**src/rtl/lcd_sprite_ctrl.sv**
```systemverilog
// Frame-synchronous sprite position controller: CPU shadow writes plus an autonomous bounce engine.
// Build macro LCD_SPRITE_WRAP_EN makes the auto-step wrap around the screen instead of bouncing.
module lcd_sprite_ctrl #(
    parameter int SCREEN_W    = 800,
    parameter int SCREEN_H    = 480,
    parameter int SPRITE_W    = 64,
    parameter int SPRITE_H    = 64,
    parameter int SYNC_STAGES = 2
) (
    input  logic               clk_sys,
    input  logic               reset,
    input  logic               frame_int_in,
    input  logic               cpu_wr_req,
    input  logic signed [15:0] cpu_wr_x,
    input  logic signed [15:0] cpu_wr_y,
    output logic               cpu_wr_ack,
    input  logic               mode_auto,
    input  logic        [3:0]  speed_x,
    input  logic        [3:0]  speed_y,
    output logic signed [15:0] offset_x,
    output logic signed [15:0] offset_y,
    output logic               busy,
    output logic        [15:0] frame_cnt,
    output logic               overrun
);
    localparam logic signed [15:0] XMAX = 16'(SCREEN_W - SPRITE_W);
    localparam logic signed [15:0] YMAX = 16'(SCREEN_H - SPRITE_H);

    typedef enum logic [1:0] {IDLE, COMMIT, STEP_X, STEP_Y} state_t;

    function automatic logic signed [15:0] clamp(input logic signed [15:0] v,
                                                 input logic signed [15:0] lim);
        if (v < 16'sd0)
            return 16'sd0;
        else if (v > lim)
            return lim;
        else
            return v;
    endfunction

    // Result is {dir_neg, position}; the sum is formed in 17 bits so it cannot overflow.
    function automatic logic [16:0] step_axis(input logic signed [15:0] pos,
                                              input logic               dir_neg,
                                              input logic        [3:0]  spd,
                                              input logic signed [15:0] lim);
        logic signed [16:0] posx;
        logic signed [16:0] limx;
        logic signed [16:0] spdx;
        logic signed [16:0] nx;
        posx = {pos[15], pos};
        limx = {lim[15], lim};
        spdx = {13'd0, spd};
        nx   = dir_neg ? (posx - spdx) : (posx + spdx);
`ifdef LCD_SPRITE_WRAP_EN
        if (nx > limx)
            nx = nx - (limx + 17'sd1);
        else if (nx < 17'sd0)
            nx = nx + (limx + 17'sd1);
        return {dir_neg, nx[15:0]};
`else
        if (nx >= limx)
            return {1'b1, lim};
        else if (nx <= 17'sd0)
            return {1'b0, 16'd0};
        else
            return {dir_neg, nx[15:0]};
`endif
    endfunction

    logic [SYNC_STAGES-1:0] sync_q;
    logic                   sync_prev_q;
    state_t                 state_q;
    logic signed [15:0]     shadow_x_q;
    logic signed [15:0]     shadow_y_q;
    logic                   shadow_valid_q;
    logic                   dir_x_q;
    logic                   dir_y_q;
    logic signed [15:0]     off_x_q;
    logic signed [15:0]     off_y_q;
    logic                   ack_q;
    logic                   busy_q;
    logic [15:0]            cnt_q;
    logic                   ovr_q;

    logic                   frame_tick;
    logic                   accept;
    logic [15:0]            cnt_d;
    logic [16:0]            step_x_res;
    logic [16:0]            step_y_res;

    assign frame_tick = sync_q[SYNC_STAGES-1] & ~sync_prev_q;
    assign accept     = (state_q == IDLE) && !frame_tick && cpu_wr_req;
    assign cnt_d      = cnt_q + 16'd1;
    assign step_x_res = step_axis(off_x_q, dir_x_q, speed_x, XMAX);
    assign step_y_res = step_axis(off_y_q, dir_y_q, speed_y, YMAX);

    // Shadow data is qualified by shadow_valid_q, so it carries no reset.
    always_ff @(posedge clk_sys) begin
        if (accept) begin
            shadow_x_q <= clamp(cpu_wr_x, XMAX);
            shadow_y_q <= clamp(cpu_wr_y, YMAX);
        end
    end

    always_ff @(posedge clk_sys or posedge reset) begin
        if (reset) begin
            sync_q         <= '0;
            sync_prev_q    <= 1'b0;
            state_q        <= IDLE;
            shadow_valid_q <= 1'b0;
            dir_x_q        <= 1'b0;
            dir_y_q        <= 1'b0;
            off_x_q        <= 16'sd0;
            off_y_q        <= 16'sd0;
            ack_q          <= 1'b0;
            busy_q         <= 1'b0;
            cnt_q          <= 16'd0;
            ovr_q          <= 1'b0;
        end else begin
            sync_q      <= {sync_q[SYNC_STAGES-2:0], frame_int_in};
            sync_prev_q <= sync_q[SYNC_STAGES-1];
            ack_q       <= accept;
            if (accept)
                shadow_valid_q <= 1'b1;
            if (frame_tick && (state_q != IDLE))
                ovr_q <= 1'b1;

            case (state_q)
                IDLE: begin
                    if (frame_tick) begin
                        state_q <= COMMIT;
                        busy_q  <= 1'b1;
                    end
                end
                COMMIT: begin
                    if (shadow_valid_q) begin
                        off_x_q        <= shadow_x_q;
                        off_y_q        <= shadow_y_q;
                        shadow_valid_q <= 1'b0;
                        dir_x_q        <= 1'b0;
                        dir_y_q        <= 1'b0;
                        cnt_q          <= cnt_d;
                        state_q        <= IDLE;
                        busy_q         <= 1'b0;
                    end else if (mode_auto) begin
                        state_q <= STEP_X;
                    end else begin
                        cnt_q   <= cnt_d;
                        state_q <= IDLE;
                        busy_q  <= 1'b0;
                    end
                end
                STEP_X: begin
                    off_x_q <= step_x_res[15:0];
                    dir_x_q <= step_x_res[16];
                    state_q <= STEP_Y;
                end
                STEP_Y: begin
                    off_y_q <= step_y_res[15:0];
                    dir_y_q <= step_y_res[16];
                    cnt_q   <= cnt_d;
                    state_q <= IDLE;
                    busy_q  <= 1'b0;
                end
                default: begin
                    state_q <= IDLE;
                    busy_q  <= 1'b0;
                end
            endcase
        end
    end

    assign cpu_wr_ack = ack_q;
    assign offset_x   = off_x_q;
    assign offset_y   = off_y_q;
    assign busy       = busy_q;
    assign frame_cnt  = cnt_q;
    assign overrun    = ovr_q;
endmodule

```
**config.mk**
```make
export PLATFORM = sky130hd
export DESIGN_NAME = lcd_sprite_ctrl
export DESIGN_NICKNAME = d
export VERILOG_FILES = /design/src/rtl/lcd_sprite_ctrl.sv
export SDC_FILE = /design/constraint.sdc
export NUM_CORES = 1
export LEC_CHECK = 0
export ABC_AREA = 1
export CAP_MARGIN = 20
export CELL_PAD_IN_SITES_DETAIL_PLACEMENT = 0
export CELL_PAD_IN_SITES_GLOBAL_PLACEMENT = 1
export CORE_ASPECT_RATIO = 1.1
export CORE_MARGIN = 10
export CORE_UTILIZATION = 43
export DETAILED_ROUTE_END_ITERATION = 16
export PLACE_DENSITY = 0.91
export SETUP_SLACK_MARGIN = 0.2
export SYNTH_ARGS = -nofsm -noshare
export SYNTH_HDL_FRONTEND = slang
export SYNTH_SLANG_ARGS = --single-unit
export TNS_END_PERCENT = 30
```
**constraint.sdc**
```tcl
create_clock -name clk_sys -period 4.8 [get_ports clk_sys]
set_clock_uncertainty 0.2 [all_clocks]
set_input_delay 0.48 -clock clk_sys [delete_from_list [all_inputs] [get_ports clk_sys]]
set_output_delay 0.48 -clock clk_sys [all_outputs]
set_load 0.1 [all_outputs]
```
# Yosys cells after proc, flatten, opt, wreduce, memory -nomap -nowiden
# Index checks and enable logic that the tools add are counted.
# classes
add_sub_neg	5
multipliers	0
div_mod_pow	0
magnitude_cmp	8
eq_ne	8
n_shift	0
n_mux	29
n_bitwise	2
reduce_logical	17
# ops
operator	n
17-bit two-way mux	6
16-bit one-hot mux with 2 select lines	3
16-bit two-way mux	4
16-bit by 5-bit adder with 17-bit output	2
17-bit by 1-bit less-or-equal comparator with 1-bit output, second input constant	2
16-bit by 5-bit subtractor with 17-bit output	2
16-bit by 1-bit less-than comparator with 1-bit output, second input constant	2
17-bit by 10-bit >= comparator with 1-bit output, second input constant	1
17-bit by 11-bit >= comparator with 1-bit output, second input constant	1
16-bit by 1-bit adder with 16-bit output, second input constant	1
16-bit by 10-bit > comparator with 1-bit output, second input constant	1
16-bit by 11-bit > comparator with 1-bit output, second input constant	1
10-bit two-way mux	1
9-bit two-way mux	1
3-bit != test, second input constant	3
3-bit AND reduction	3
2-bit one-hot mux with 4 select lines	1
1-bit two-way mux	7
2-bit two-way mux	3
2-bit AND reduction	3
2-bit nonzero test	3
2-bit equality test, second input constant	2
2-bit != test, second input constant	2
1-bit one-hot mux with 2 select lines	2
other kinds (9)	12
# totals
reg_bits	91
latchBits	0
ram_bits	0
romBits	0
output_inout_bits	51
elab_cells	85
n_memories	0

# Logic depth before layout (Yosys ltp)
# logic_depth
ltp_word	8
depth_mapped	23

# Worst setup path after synthesis
# OpenSTA, ideal clock, no wires.
# synth_path
path_type	reg2reg
startpoint	reg off_x_q[0], in the netlist offset_x[0]
endpoint	reg off_x_q[7], in the netlist offset_x[7]
setup_ps	120
t_arrival_ps	2817
slack_ps	1663
path_stages_with_launch	19
path_buffers	1
period_less_slack_ps	3137
path_cell_list	dfrtp_1 > inv_1 > ha_1 > fa_1 > inv_1 > nand3_1 > nand2_1 > nand2_1 > nand3_1 > nand2_1 > nand2_1 > nand2_1 > nor2_1 > nand4_1 > buf_4 > nand3_1 > nand3_1 > nand2_1 > nand2_1
# synth_between
elab_chain_len	6
word_cells_on_any_way	8
# synth_lines
item	line	text
start: declaration	78	logic signed [15:0] off_x_q;
start signal: assignment	137	off_x_q <= shadow_x_q;
start signal: assignment	154	off_x_q <= step_x_res[15:0];
16-bit by 5-bit adder with 17-bit output / 16-bit by 5-bit subtractor with 17-bit output (equally long branches)	53	nx = dir_neg ? (posx - spdx) : (posx + spdx);
17-bit two-way mux *	53	
17-bit by 1-bit less-or-equal comparator with 1-bit output	63	else if (nx <= 17'sd0)
17-bit two-way mux	63	
17-bit two-way mux *	61	if (nx >= limx)
16-bit one-hot mux with 2 select lines *	128	case (state_q)
# Mark *: on every way between the ends. The rest lies on a longest branch, timed or not. The select of a mux whose other input is x is not followed.
# A chain may end at the register's enable or synchronous reset.

# Final worst setup path
# layout_path
startpoint	in speed_x[0]
endpoint	reg dir_x_q
# layout_between
elab_chain_len	5
word_cells_on_any_way	9
# layout_lines
item	line	text
start: declaration	18	input logic [3:0] speed_x,
16-bit by 5-bit adder with 17-bit output / 16-bit by 5-bit subtractor with 17-bit output (equally long branches)	53	
17-bit two-way mux *	53	
17-bit by 11-bit >= comparator with 1-bit output / 17-bit by 1-bit less-or-equal comparator with 1-bit output (equally long branches)	61, 63	
3-bit != test (no source line) / 17-bit two-way mux (equally long branches)	n/a	
3-bit AND reduction (no source line) / 1-bit one-hot mux with 2 select lines (equally long branches)	n/a	
end signal: assignment	155	dir_x_q <= step_x_res[16];
end: declaration	76	logic dir_x_q;
# Mark *: on every way between the ends. The rest lies on a longest branch, timed or not.

==> parameters.txt <==
Parameter                              Value

Status
  Result of the run ... complete, no violations

CTS
  Clk_lat worst skew ... 330 ps
  CTS tree ... yes
  Number of buffers added for setup after CTS ... 0
  Buffers from clock root to sink, at most ... 2
  Clock sink total ... 91
  Root buffer selected by CTS ... clkbuf_16
  Count of instances resized after the clock tree is built ... 0
  Cts hold-fix bufs ... 0
  Clock transition at the registers of the reported paths ... 80 ps
  Total CTS buffers ... 9
  H-tree lvl count ... 3

Critical path
  Cell with the largest stage delay on the worst path ... nand4_1
  CP arrival ... 3810 ps
  CP peak stage delay ... 460 ps
  Combined buffer and inverter count along the critical path ... 3
  Startpoint kind of the worst setup timing path ... primary input
  Family with the most delay on the worst path ... simple AND/OR/NAND/NOR gates
  Data required, critical path ... 4830 ps
  Worst Path Class, Setup ... in -> reg
  Worst path most repeated cell ... nand2_1
  List of cells traversed by the critical path ... clkdlybuf4s50_1, inv_1, ha_1, a21oi_1, a21oi_2, ha_1, nand2_1, inv_1, a21oi_2, nand2_1, nand2_1, nand3_1, nor3_1, nand4_1, nand3_1, nand2_1, nand2_1, nand2_1
  Capturing element type of the critical path ... register
  CP max FO ... 11

Logic synthesis
  Yosys warnings ... 0
  Post-Syn Instances ... 899
  Most area-hungry cell type in the Yosys netlist ... dfrtp_1
  Synth unique cells ... between 50 and 60
  Top-count cell post-synth ... nand2_1
  Portion of synthesized cell area occupied by the leading cell type ... 0.224
  Share of async-settable or async-resettable flops after synthesis ... 0.648
  Sequential cell area fraction in the yosys report ... 0.371
  Post-synthesis average cell area ... 7.32 sq um
  Number of enable-type register cells in the synthesized netlist ... 32
  Most common library cells after synthesis ... nand2_1 (268), inv_1 (138), nor2_1 (80)
  Top flip-flop cell by instance count after synthesis ... dfrtp_1
  Number of synthesized register bits ... 91
  Area of the mapped netlist ... 0.00658 sq mm
  Top cells by area, synth ... dfrtp_1 (22%), nand2_1 (15%), edfxtp_1 (15%)

Drt
  Detailed Route Iter0 Violations ... around 240
  Per-cell via count in the routed design ... 4.83
  Final wirelength ... approximately 16000 microns
  Vias ... 5827
  Post-route DRC ... 0
  Post-detailed-route wirelength per cell ... 13.2 microns
  Post-detailed-route count of antenna-violating nets ... 0
  Number of detailed-routing iterations run before antenna repair ... 5

Die
  Die X-Extent ... 138 microns
  Die area ... 0.0206 sq mm
  Effective utilization at floorplan ... 0.437
  I/O pin count ... 96
  Number of placement rows ... 47
  Die extent in y ... 150 microns
  Placeable core region ... 0.0151 sq mm

STA
  Portion of the clock cycle consumed by the worst path in the final layout ... 0.786
  Fin crit period ... 3770 ps
  Final max-slew violation count ... 0
  Min setup slack post-route ... 1030 ps
  Final total negative setup slack ... 0 ps
  Maximum clock frequency ... approximately 0.26 GHz
  Final number of setup-violating endpoints ... 0
  Least-Margin Pin Slew ... 1000 ps
  Final-report hold violation count ... 0
  RSZ-0062 raised after global routing ... no
  Relative slew slack ... 0.330

Global route
  Number of antenna violations at the first check in global routing ... 0
  Remaining global-route overflow ... 0
  Overall routing resource usage ... 0.153
  Pin count of the biggest net entering global routing ... 60
  Vias in the first global route ... around 5500
  First-pass GRT wire length ... 26200 microns

Final layout
  Ratio of cells with drive above 1 in the final layout ... 0.0851
  Non-Filler Cell Area, Final ... 0.00803 sq mm
  Number of inserted diodes ... 0
  Count of nets after finishing ... 1092
  Area growth from synthesis to layout ... 22.0%
  Fillers ... 1496
  Utilization of the core after routing ... 0.533

Placement
  Worst slack at placement ... 744 ps
  Half-perimeter wire length after placement ... about 13000 microns
  Gpl congestion ... 0.890
  Placement-stage cell area ... between 0.007 and 0.008 sq mm
  IO Port Bufs ... 95

Worst hold path
  Class of the most critical hold timing path ... reg -> reg

Flow run
  Max Cap Viol ... 0
-- per-stage QoR --
stage,hold slack [ps],instances
4_1_cts,160,1207
2_1_floorplan,131,911
3_3_place_gp,134,1191
3_5_place_dp,141,1191
5_1_grt,177,1207
6_report,155,1207
-- layer usage --
layer | share of wire | vias to the layer above | routed length [microns] | track usage
li1 | - | 3062 | - | -
met1 | 0.47 | 2645 | 7400 | 0.206
met2 | 0.47 | 110 | 7470 | 0.247
met3 | 0.054 | 10 | 857 | 0.0332
met4 | 0.011 | 0 | 180 | 0.0329
met5 | 0 | - | 0 | 0
-- state kept, by name, indices dropped and copies added, names as in the netlist, 2 cells and up, named ones only --
signal,count
frame_cnt,16
shadow_x_q,16
shadow_y_q,16
offset_x,16
offset_y,16
sync_q,2
-- area by class of cell --
type | instances | area [sq um] | share of cell area
Multi-Input combinational cell | 660 | 3530 | 0.440
Sequential cell | 91 | 2440 | 0.304
Timing Repair Buffer | 97 | 966 | 0.120
Inverter | 147 | 554 | 0.0690
Tap cell | 196 | 245 | 0.0305
Clock buffer | 9 | 225 | 0.0281
Clock inverter | 7 | 67.6 | 0.00842
-- path summary, 6_finish.rpt --
path | startpoint | end | slack [ps] | depth (start not counted)
hold reg to reg | sync_q[0]$_DFF_PP0_ | sync_q[1]$_DFF_PP0_ | 160 | 0
setup / recovery | speed_x[0] | dir_x_q$_DFFE_PP0P_ | 1030 | 18
max in group asynchronous | reset | offset_y[12]$_DFFE_PP0P_ | 3410 | 3
min in group asynchronous | reset | cpu_wr_ack$_DFF_PP0_ | 490 | 3
setup reg to reg | dir_x_q$_DFFE_PP0P_ | dir_x_q$_DFFE_PP0P_ | 1270 | 15
hold / removal | sync_q[0]$_DFF_PP0_ | sync_q[1]$_DFF_PP0_ | 160 | 0
-- cells by family (layout without fill, tap and decap cells) --
kind of cell,after synthesis,count (layout),synth area share
AND/OR/NAND/NOR,508,508,0.349
buffers and inverters,160,260,0.0993
flip-flops,91,91,0.371
AO/OA/AOI/OAI,76,76,0.0668
adder cells (fa/ha/maj),41,41,0.0803
XOR/XNOR,22,22,0.0333
other,1,13,0.000570
-- layout by cell type, fill, tap and decap left out, types with 8 or more instances in the layout --
cell             count
o21ai_0             24
ha_1                39
nand2_1            268
inv_1              137
edfxtp_1            32
nand3b_1             8
clkbuf_16            9
nor3_1              10
nor2_2               9
clkdlybuf4s50_1     95
xor2_1              13
nor2_1              80
nand4_1             18
conb_1              13
a21oi_1             34
nand2_2             20
dfrtp_1             59
nand3_1             62
Power is not shown: default switching activity piles up to over one toggle a cycle in this logic, so the estimate is an artifact.
